==> config.mk <==
export PLATFORM = sky130hd
export DESIGN_NAME = markov_step_engine
export DESIGN_NICKNAME = d
export VERILOG_FILES = /design/src/rtl/markov_pkg.sv /design/src/rtl/markov_flow_mac.sv /design/src/rtl/markov_step_engine.sv
export SDC_FILE = /design/constraint.sdc
export NUM_CORES = 2
export LEC_CHECK = 0
export BUFFER_PORTS_ARGS = -buffer_cell sky130_fd_sc_hd__buf_2
export CORE_MARGIN = 3
export CORE_UTILIZATION = 42
export CTS_CLUSTER_DIAMETER = 50
export CTS_CLUSTER_SIZE = 14
export DETAILED_ROUTE_END_ITERATION = 7
export GPL_ROUTABILITY_DRIVEN = 0
export GPL_TIMING_DRIVEN = 0
export PLACE_DENSITY = 0.6
export SLEW_MARGIN = 10
export SYNTH_ARGS = -nofsm -noshare
export SYNTH_HDL_FRONTEND = slang
export SYNTH_SLANG_ARGS = --single-unit
==> constraint.sdc <==
create_clock -name clk -period 10.79 [get_ports clk]
set_clock_uncertainty 0.2 [all_clocks]
set_input_delay 0.5395 -clock clk [delete_from_list [all_inputs] [get_ports clk]]
set_output_delay 0.5395 -clock clk [all_outputs]
set_load 0.02 [all_outputs]
==> src/rtl/markov_pkg.sv <==
// Shared definitions for the Markov population step engine.
package markov_pkg;

    localparam int unsigned N_STATES_DEF = 4;
    localparam int unsigned X_W_DEF      = 32;
    localparam int unsigned COEF_W_DEF   = 5;
    localparam int unsigned ITER_W_DEF   = 8;

    typedef enum logic [1:0] {
        IDLE   = 2'd0,
        FLOW   = 2'd1,
        COMMIT = 2'd2,
        DONE   = 2'd3
    } state_t;

endpackage

==> src/rtl/markov_flow_mac.sv <==
// Registered multiply-shift: f = floor(x * e / 2^COEF_W), one cycle of latency.
module markov_flow_mac #(
    parameter int unsigned X_W    = 32,
    parameter int unsigned COEF_W = 5
) (
    input  logic              clk,
    input  logic              rst_n,
    input  logic [X_W-1:0]    x,
    input  logic [COEF_W-1:0] e,
    output logic [X_W-1:0]    f
);

    logic [X_W+COEF_W-1:0] prod;
    logic [X_W-1:0]        f_d;
    logic [X_W-1:0]        f_q;

    // Full-width product, then drop the fractional COEF_W bits.
    always_comb begin
        prod = {{COEF_W{1'b0}}, x} * {{X_W{1'b0}}, e};
        f_d  = prod[X_W+COEF_W-1:COEF_W];
    end

    // Output register for the flow amount.
    always_ff @(posedge clk) begin
        if (!rst_n) begin
            f_q <= '0;
        end else begin
            f_q <= f_d;
        end
    end

    assign f = f_q;

endmodule

==> src/rtl/markov_step_engine.sv <==
// Iterates a population state vector through K Markov flow steps.
module markov_step_engine
    import markov_pkg::*;
#(
    parameter int unsigned N_STATES = N_STATES_DEF,
    parameter int unsigned X_W      = X_W_DEF,
    parameter int unsigned COEF_W   = COEF_W_DEF,
    parameter int unsigned ITER_W   = ITER_W_DEF
) (
    input  logic                             clk,
    input  logic                             rst_n,
    input  logic                             set,
    input  logic [N_STATES*N_STATES*COEF_W-1:0] coef_in,
    input  logic                             start,
    input  logic [N_STATES*X_W-1:0]          x_in,
    input  logic [ITER_W-1:0]                iter_in,
    output logic                             busy,
    output logic                             done,
    output logic [N_STATES*X_W-1:0]          x_out,
    output logic [ITER_W-1:0]                step_cnt,
    output logic                             coef_err,
    output logic                             ovf
);

    localparam int unsigned IDX_W  = $clog2(N_STATES);
    localparam int unsigned CI_W   = $clog2(N_STATES*N_STATES);
    localparam int unsigned ACC_W  = X_W + COEF_W + $clog2(N_STATES);
    localparam int unsigned SUM_W  = COEF_W + $clog2(N_STATES) + 1;
    localparam logic [SUM_W-1:0] ROW_LIMIT = SUM_W'(1) << COEF_W;
    localparam logic [ACC_W:0]   X_MAX     = {{(ACC_W+1-X_W){1'b0}}, {X_W{1'b1}}};

    state_t             state_q, state_d;
    logic [COEF_W-1:0]  coef_q [N_STATES*N_STATES];
    logic [COEF_W-1:0]  coef_d [N_STATES*N_STATES];
    logic [X_W-1:0]     x_q    [N_STATES];
    logic [X_W-1:0]     x_d    [N_STATES];
    logic [ACC_W-1:0]   out_acc_q [N_STATES];
    logic [ACC_W-1:0]   out_acc_d [N_STATES];
    logic [ACC_W-1:0]   in_acc_q  [N_STATES];
    logic [ACC_W-1:0]   in_acc_d  [N_STATES];
    logic [ITER_W-1:0]  k_q, k_d;
    logic [ITER_W-1:0]  step_q, step_d;
    logic               ovf_q, ovf_d;
    logic [IDX_W-1:0]   src_q, src_d;
    logic [IDX_W-1:0]   dst_q, dst_d;
    logic               pend_vld_q, pend_vld_d;
    logic [IDX_W-1:0]   pend_src_q, pend_src_d;
    logic [IDX_W-1:0]   pend_dst_q, pend_dst_d;

    logic [X_W-1:0]     mac_x;
    logic [COEF_W-1:0]  mac_e;
    logic [X_W-1:0]     mac_f;
    logic [CI_W-1:0]    mac_ci;
    logic [SUM_W-1:0]   row_sum;
    logic [IDX_W:0]     nxt_dst;
    logic [ACC_W:0]     commit_sum;

    // Operand select for the pair currently being visited.
    always_comb begin
        mac_ci = CI_W'(src_q) * CI_W'(N_STATES) + CI_W'(dst_q);
        mac_x  = x_q[src_q];
        mac_e  = coef_q[mac_ci];
    end

    markov_flow_mac #(
        .X_W    (X_W),
        .COEF_W (COEF_W)
    ) u_mac (
        .clk   (clk),
        .rst_n (rst_n),
        .x     (mac_x),
        .e     (mac_e),
        .f     (mac_f)
    );

    // Flag any row whose off-diagonal outflow would exceed the whole population.
    always_comb begin
        coef_err = 1'b0;
        row_sum  = '0;
        for (int unsigned i = 0; i < N_STATES; i++) begin
            row_sum = '0;
            for (int unsigned j = 0; j < N_STATES; j++) begin
                if (i != j) begin
                    row_sum = row_sum + SUM_W'(coef_q[i*N_STATES+j]);
                end
            end
            if (row_sum > ROW_LIMIT) begin
                coef_err = 1'b1;
            end
        end
    end

    // Next-state logic: pair walk, flow accumulation, commit with saturation.
    // The MAC result lags the pair walk by one cycle, so the last pair of a
    // step is folded into the accumulators during COMMIT itself.
    always_comb begin
        state_d    = state_q;
        coef_d     = coef_q;
        x_d        = x_q;
        out_acc_d  = out_acc_q;
        in_acc_d   = in_acc_q;
        k_d        = k_q;
        step_d     = step_q;
        ovf_d      = ovf_q;
        src_d      = src_q;
        dst_d      = dst_q;
        pend_vld_d = 1'b0;
        pend_src_d = src_q;
        pend_dst_d = dst_q;
        nxt_dst    = '0;
        commit_sum = '0;

        if (pend_vld_q) begin
            out_acc_d[pend_src_q] = out_acc_q[pend_src_q] + ACC_W'(mac_f);
            in_acc_d[pend_dst_q]  = in_acc_q[pend_dst_q]  + ACC_W'(mac_f);
        end

        case (state_q)
            IDLE: begin
                if (set) begin
                    for (int unsigned k = 0; k < N_STATES*N_STATES; k++) begin
                        coef_d[k] = coef_in[k*COEF_W +: COEF_W];
                    end
                end else if (start && !coef_err) begin
                    for (int unsigned i = 0; i < N_STATES; i++) begin
                        x_d[i]       = x_in[i*X_W +: X_W];
                        out_acc_d[i] = '0;
                        in_acc_d[i]  = '0;
                    end
                    k_d    = iter_in;
                    step_d = '0;
                    ovf_d  = 1'b0;
                    src_d  = '0;
                    dst_d  = IDX_W'(1);
                    state_d = (iter_in == '0) ? DONE : FLOW;
                end
            end
            FLOW: begin
                pend_vld_d = 1'b1;
                if (src_q == IDX_W'(N_STATES-1) && dst_q == IDX_W'(N_STATES-2)) begin
                    state_d = COMMIT;
                end else begin
                    nxt_dst = {1'b0, dst_q} + 1'b1;
                    if (nxt_dst == {1'b0, src_q}) begin
                        nxt_dst = nxt_dst + 1'b1;
                    end
                    if (nxt_dst >= (IDX_W+1)'(N_STATES)) begin
                        src_d = src_q + 1'b1;
                        dst_d = '0;
                    end else begin
                        dst_d = nxt_dst[IDX_W-1:0];
                    end
                end
            end
            COMMIT: begin
                for (int unsigned i = 0; i < N_STATES; i++) begin
                    commit_sum = {{(ACC_W+1-X_W){1'b0}}, x_q[i]}
                               + {1'b0, in_acc_d[i]} - {1'b0, out_acc_d[i]};
                    if (commit_sum > X_MAX) begin
                        x_d[i] = '1;
                        ovf_d  = 1'b1;
                    end else begin
                        x_d[i] = commit_sum[X_W-1:0];
                    end
                    out_acc_d[i] = '0;
                    in_acc_d[i]  = '0;
                end
                step_d = step_q + 1'b1;
                src_d  = '0;
                dst_d  = IDX_W'(1);
                state_d = (step_d < k_q) ? FLOW : DONE;
            end
            DONE: begin
                state_d = IDLE;
            end
            default: begin
                state_d = IDLE;
            end
        endcase
    end

    // State registers with synchronous active-low reset.
    always_ff @(posedge clk) begin
        if (!rst_n) begin
            state_q    <= IDLE;
            k_q        <= '0;
            step_q     <= '0;
            ovf_q      <= 1'b0;
            src_q      <= '0;
            dst_q      <= '0;
            pend_vld_q <= 1'b0;
            pend_src_q <= '0;
            pend_dst_q <= '0;
            for (int unsigned k = 0; k < N_STATES*N_STATES; k++) begin
                coef_q[k] <= '0;
            end
            for (int unsigned i = 0; i < N_STATES; i++) begin
                x_q[i]       <= '0;
                out_acc_q[i] <= '0;
                in_acc_q[i]  <= '0;
            end
        end else begin
            state_q    <= state_d;
            coef_q     <= coef_d;
            x_q        <= x_d;
            out_acc_q  <= out_acc_d;
            in_acc_q   <= in_acc_d;
            k_q        <= k_d;
            step_q     <= step_d;
            ovf_q      <= ovf_d;
            src_q      <= src_d;
            dst_q      <= dst_d;
            pend_vld_q <= pend_vld_d;
            pend_src_q <= pend_src_d;
            pend_dst_q <= pend_dst_d;
        end
    end

    // Output mapping.
    always_comb begin
        busy     = (state_q != IDLE);
        done     = (state_q == DONE);
        step_cnt = step_q;
        ovf      = ovf_q;
        x_out    = '0;
        for (int unsigned i = 0; i < N_STATES; i++) begin
            x_out[i*X_W +: X_W] = x_q[i];
        end
    end

endmodule

==> results by group <==
Outcome
  – Status: complete, but fails checks
  – Failing checks: antenna rules

STA
  – Setup-failing EPs final: 0
  – Hold_ws: 0.00416 ns
  – Final hold violations: 0
  – Final Cycle Share: 99.1%
  – Slew Limit Headroom: 5.93%
  – Max Slew Vio Count: 0
  – Slew @ Worst Pin: around 1.4 ns
  – Max Clock Freq: 93.5 MHz
  – Final min period: 10.69 ns

Synthesis
  – Share of the synthesized area in the top cell type: between 20% and 30%
  – Most frequent cell after synthesis: nand2_1
  – EDFF count, synth: 0
  – Avg Inst Size Synth: around 8.5 um^2
  – Register area share after synthesis: about a quarter
  – Most frequent cells after synthesis: nand2_1 (645), dfxtp_1 (580), o21ai_0 (425)
  – Leading post-synthesis cells by cell area: dfxtp_1 (25%), ha_1 (9.4%), fa_1 (9.3%)
  – Synth Instances: 5492
  – YS warnings: 0
  – Async set-reset flop share out of synthesis: 0%
  – Mapped Area: 46400 um^2
  – Top_reg_cell synth: dfxtp_1
  – Synth Register Bits: a little under 600
  – Post-Syn Nets: around 6300
  – Area leader, netlist: dfxtp_1
  – Netlist cell types: 90

Power
  – Worst vdd ir: between 0.1 and 0.15 mV
  – Clock share of power: 36.0%
  – Sw power: 3.28 mW
  – Flop pwr share: between 20 and 30%
  – Power Internal: 5.04 mW
  – Leak Pwr: about 24 nW
  – PwrDens: about 150 nW/um^2
  – Sw Ratio: 39.4%
  – Comb power frac: 35.4%

Cells and area
  – Area Overhead vs Synth: 18.0%
  – Finished Core Util: between 50% and 60%
  – Layout cells sized above 1: 12.8%
  – Fin area: 54800 um^2
  – Layout Nets: 6869

Floorplan
  – Area of the core: 109000 um^2
  – # rows: 121
  – Boundary Pins: 360
  – Die H: 339 um
  – DIE WIDTH: 339 um
  – Die area: 115000 um^2
  – Starting Density: 42.5%

Clocking
  – Maximum clock path buffer count: 3
  – Clock Latency Late Sink: 0.70 ns
  – Htree depth: 3
  – CTS root buf: clkbuf_16
  – Clock tree from TritonCTS: yes
  – Worst-path clk slew: around 0.060 ns
  – Sink Count: 580
  – CTS buffer count: 85

Job
  – Max_cap viols: 0

Worst setup path
  – WP data arrival: 11.02 ns
  – Critical path type: reg2reg
  – Reg2reg path depth: 28
  – Reg2reg end: x_out[59]
  – CP Capture Type: register
  – Critical path fanouts, max: 19
  – Startpoint types: register
  – Crit-path slowest cell: mux4_2
  – Setup crit start: pend_dst_q[0]
  – CP required: 11.11 ns
  – Reg2reg start: pend_dst_q[0]
  – Critical Path Max Stage Delay: 0.65 ns
  – Flop2flop setup slack: 0.1 ns

GRT
  – Initial antenna violation count: 27
  – Largest net degree at the start of global routing: 20
  – Gr usage total: between 30% and 40%
  – Global route total overflow: 0
  – Vias in the first global route: 44000
  – First-pass GRT wire length: ~300000 um

Min path
  – Worst Hold Depth: 3
  – Hold Crit Class: in2reg
  – Hold Path Origin: x_in[28]
  – Hold Path Sink: x_out[28]

Routing
  – Average routed wire per standard cell: approximately 28 um
  – DR vias/cell: 6.06
  – Final wirelength: 215000 um
  – Iter 0 DRT Violations: 6160
  – DRC violations left: 0
  – DR pass1 iterations: 8
  – Antenna-violating nets left: 1
  – Vias: 46300

Place
  – Post-DP HPWL: 179000 um
  – Input/output buffers: between 300 and 400
  – Post-DP Area: 50200 um^2
## state kept, by name, summed over array words and instances (netlist names)
signal and flops:
coef_q 80, dst_q 2, in_acc_q 156, k_q 8
out_acc_q 156, ovf 1, pend_dst_q 2, pend_src_d 2
pend_src_q 2, pend_vld_q 1, state_q 2, step_cnt 8
u_mac.f 32, x_out 128
## what timing repair did
item	in CTS	in global routing
pin swaps	0	2
buffers inserted	0	3
setup endpoints to repair	129	93
hold endpoints to repair	143	0
hold buffers	143	0
gates resized for setup	27	43
## area by class of cell
class / count / area (um^2)
Buffer: 291 / 1180
Antenna cell: 12 / 30.0
Fill cell: 10700 / 54500
Tap cell: 1476 / 1850
Multi-Input combinational cell: 4263 / 32500
Clock inverter: 64 / 772
Timing Repair Buffer: 508 / 3310
Clock buffer: 94 / 2220
Sequential cell: 580 / 11600
Inverter: 355 / 1330
## cell usage in the layout, fill, tap and decap left out, types with 38 or more instances in the layout
master and count:
a21boi_0 89, a21o_1 164, a21oi_1 349, a31oi_1 42, and2_1 192, and3_1 94
buf_2 396, clkbuf_1 224, clkbuf_16 85, dfxtp_1 579, dlygate4sd3_1 143, fa_1 215
ha_1 350, inv_1 355, mux2i_1 111, mux4_2 132, nand2_1 645, nand3_1 66
nand4_1 38, nor2_1 358, nor2b_1 46, nor3_1 134, o21a_1 49, o21ai_0 420
o22ai_1 70, xnor2_1 156, xor2_1 114
## worst max path at each step
| stage | end | slack, ns | cells past startpoint |
|---|---|---|---|
| floorplan | x_out[14] | 1.99 | 32 |
| global placement | x_out[6] | -3.97 | 30 |
| detailed placement | x_out[49] | -1.82 | 31 |
| CTS | x_out[46] | -0.09 | 27 |
| global route | x_out[1] | -0.03 | 33 |
| finish | x_out[59] | 0.1 | 28 |
## cells by family (layout without fill, tap and decap cells)
family / Yosys count / count (layout) / share of synthesized area [%]
multiplexers: 247 / 247 / 8.89
XOR/XNOR: 272 / 272 / 5.13
flip-flops: 580 / 580 / 25.0
buffers and inverters: 649 / 1312 / 5.36
AO/OA/AOI/OAI: 1471 / 1471 / 19.7
other: 0 / 12 / 0
AND/OR/NAND/NOR: 1708 / 1708 / 17.2
adder cells (fa/ha/maj): 565 / 565 / 18.7
## per-layer routing
metal  wire, um  up-vias  GRT usage [%]
met5        253        -              0
met4      14000       10           20.5
met3      29400      588           12.2
met2      88400     2974           53.1
met1      83400    22200           46.6
li1           -    20500              -
## critical path, delay by kind of cell (launching register included)
kind	cells	cell delay [ns]
muxes	2	0.96
xor gates and xnor gates	1	0.37
DFF	1	0.55
and+or+nand+nor	11	3.65
buffers and inverters	4	1.37
AOI/OAI and AO/OA	7	1.98
adders and majority gates	3	1.40
## power by group through the flow
stage	registers (mW)	clock network, mW	logic (mW)
3_5_place_dp	2.42	0	2.77
6_report	2.38	2.99	2.94
3_3_place_gp	2.41	0	2.74
4_1_cts	2.37	2.99	2.84
5_1_grt	2.38	3.07	3.14
2_1_floorplan	2.38	0	1.90
## stage by stage
stage	TNS, ns	instances	worst slack [ns]	total power [mW]
after floorplan	0	5492	1.99	4.28
after global placement	-172.78	7326	-3.97	5.15
after detailed placement	-137.28	7329	-1.82	5.18
after CTS	-0.330	7628	-0.0882	8.20
after global routing	-0.0298	7631	-0.0298	8.59
final	0	7643	0.0969	8.31
Power figures use the tool's default switching activity.
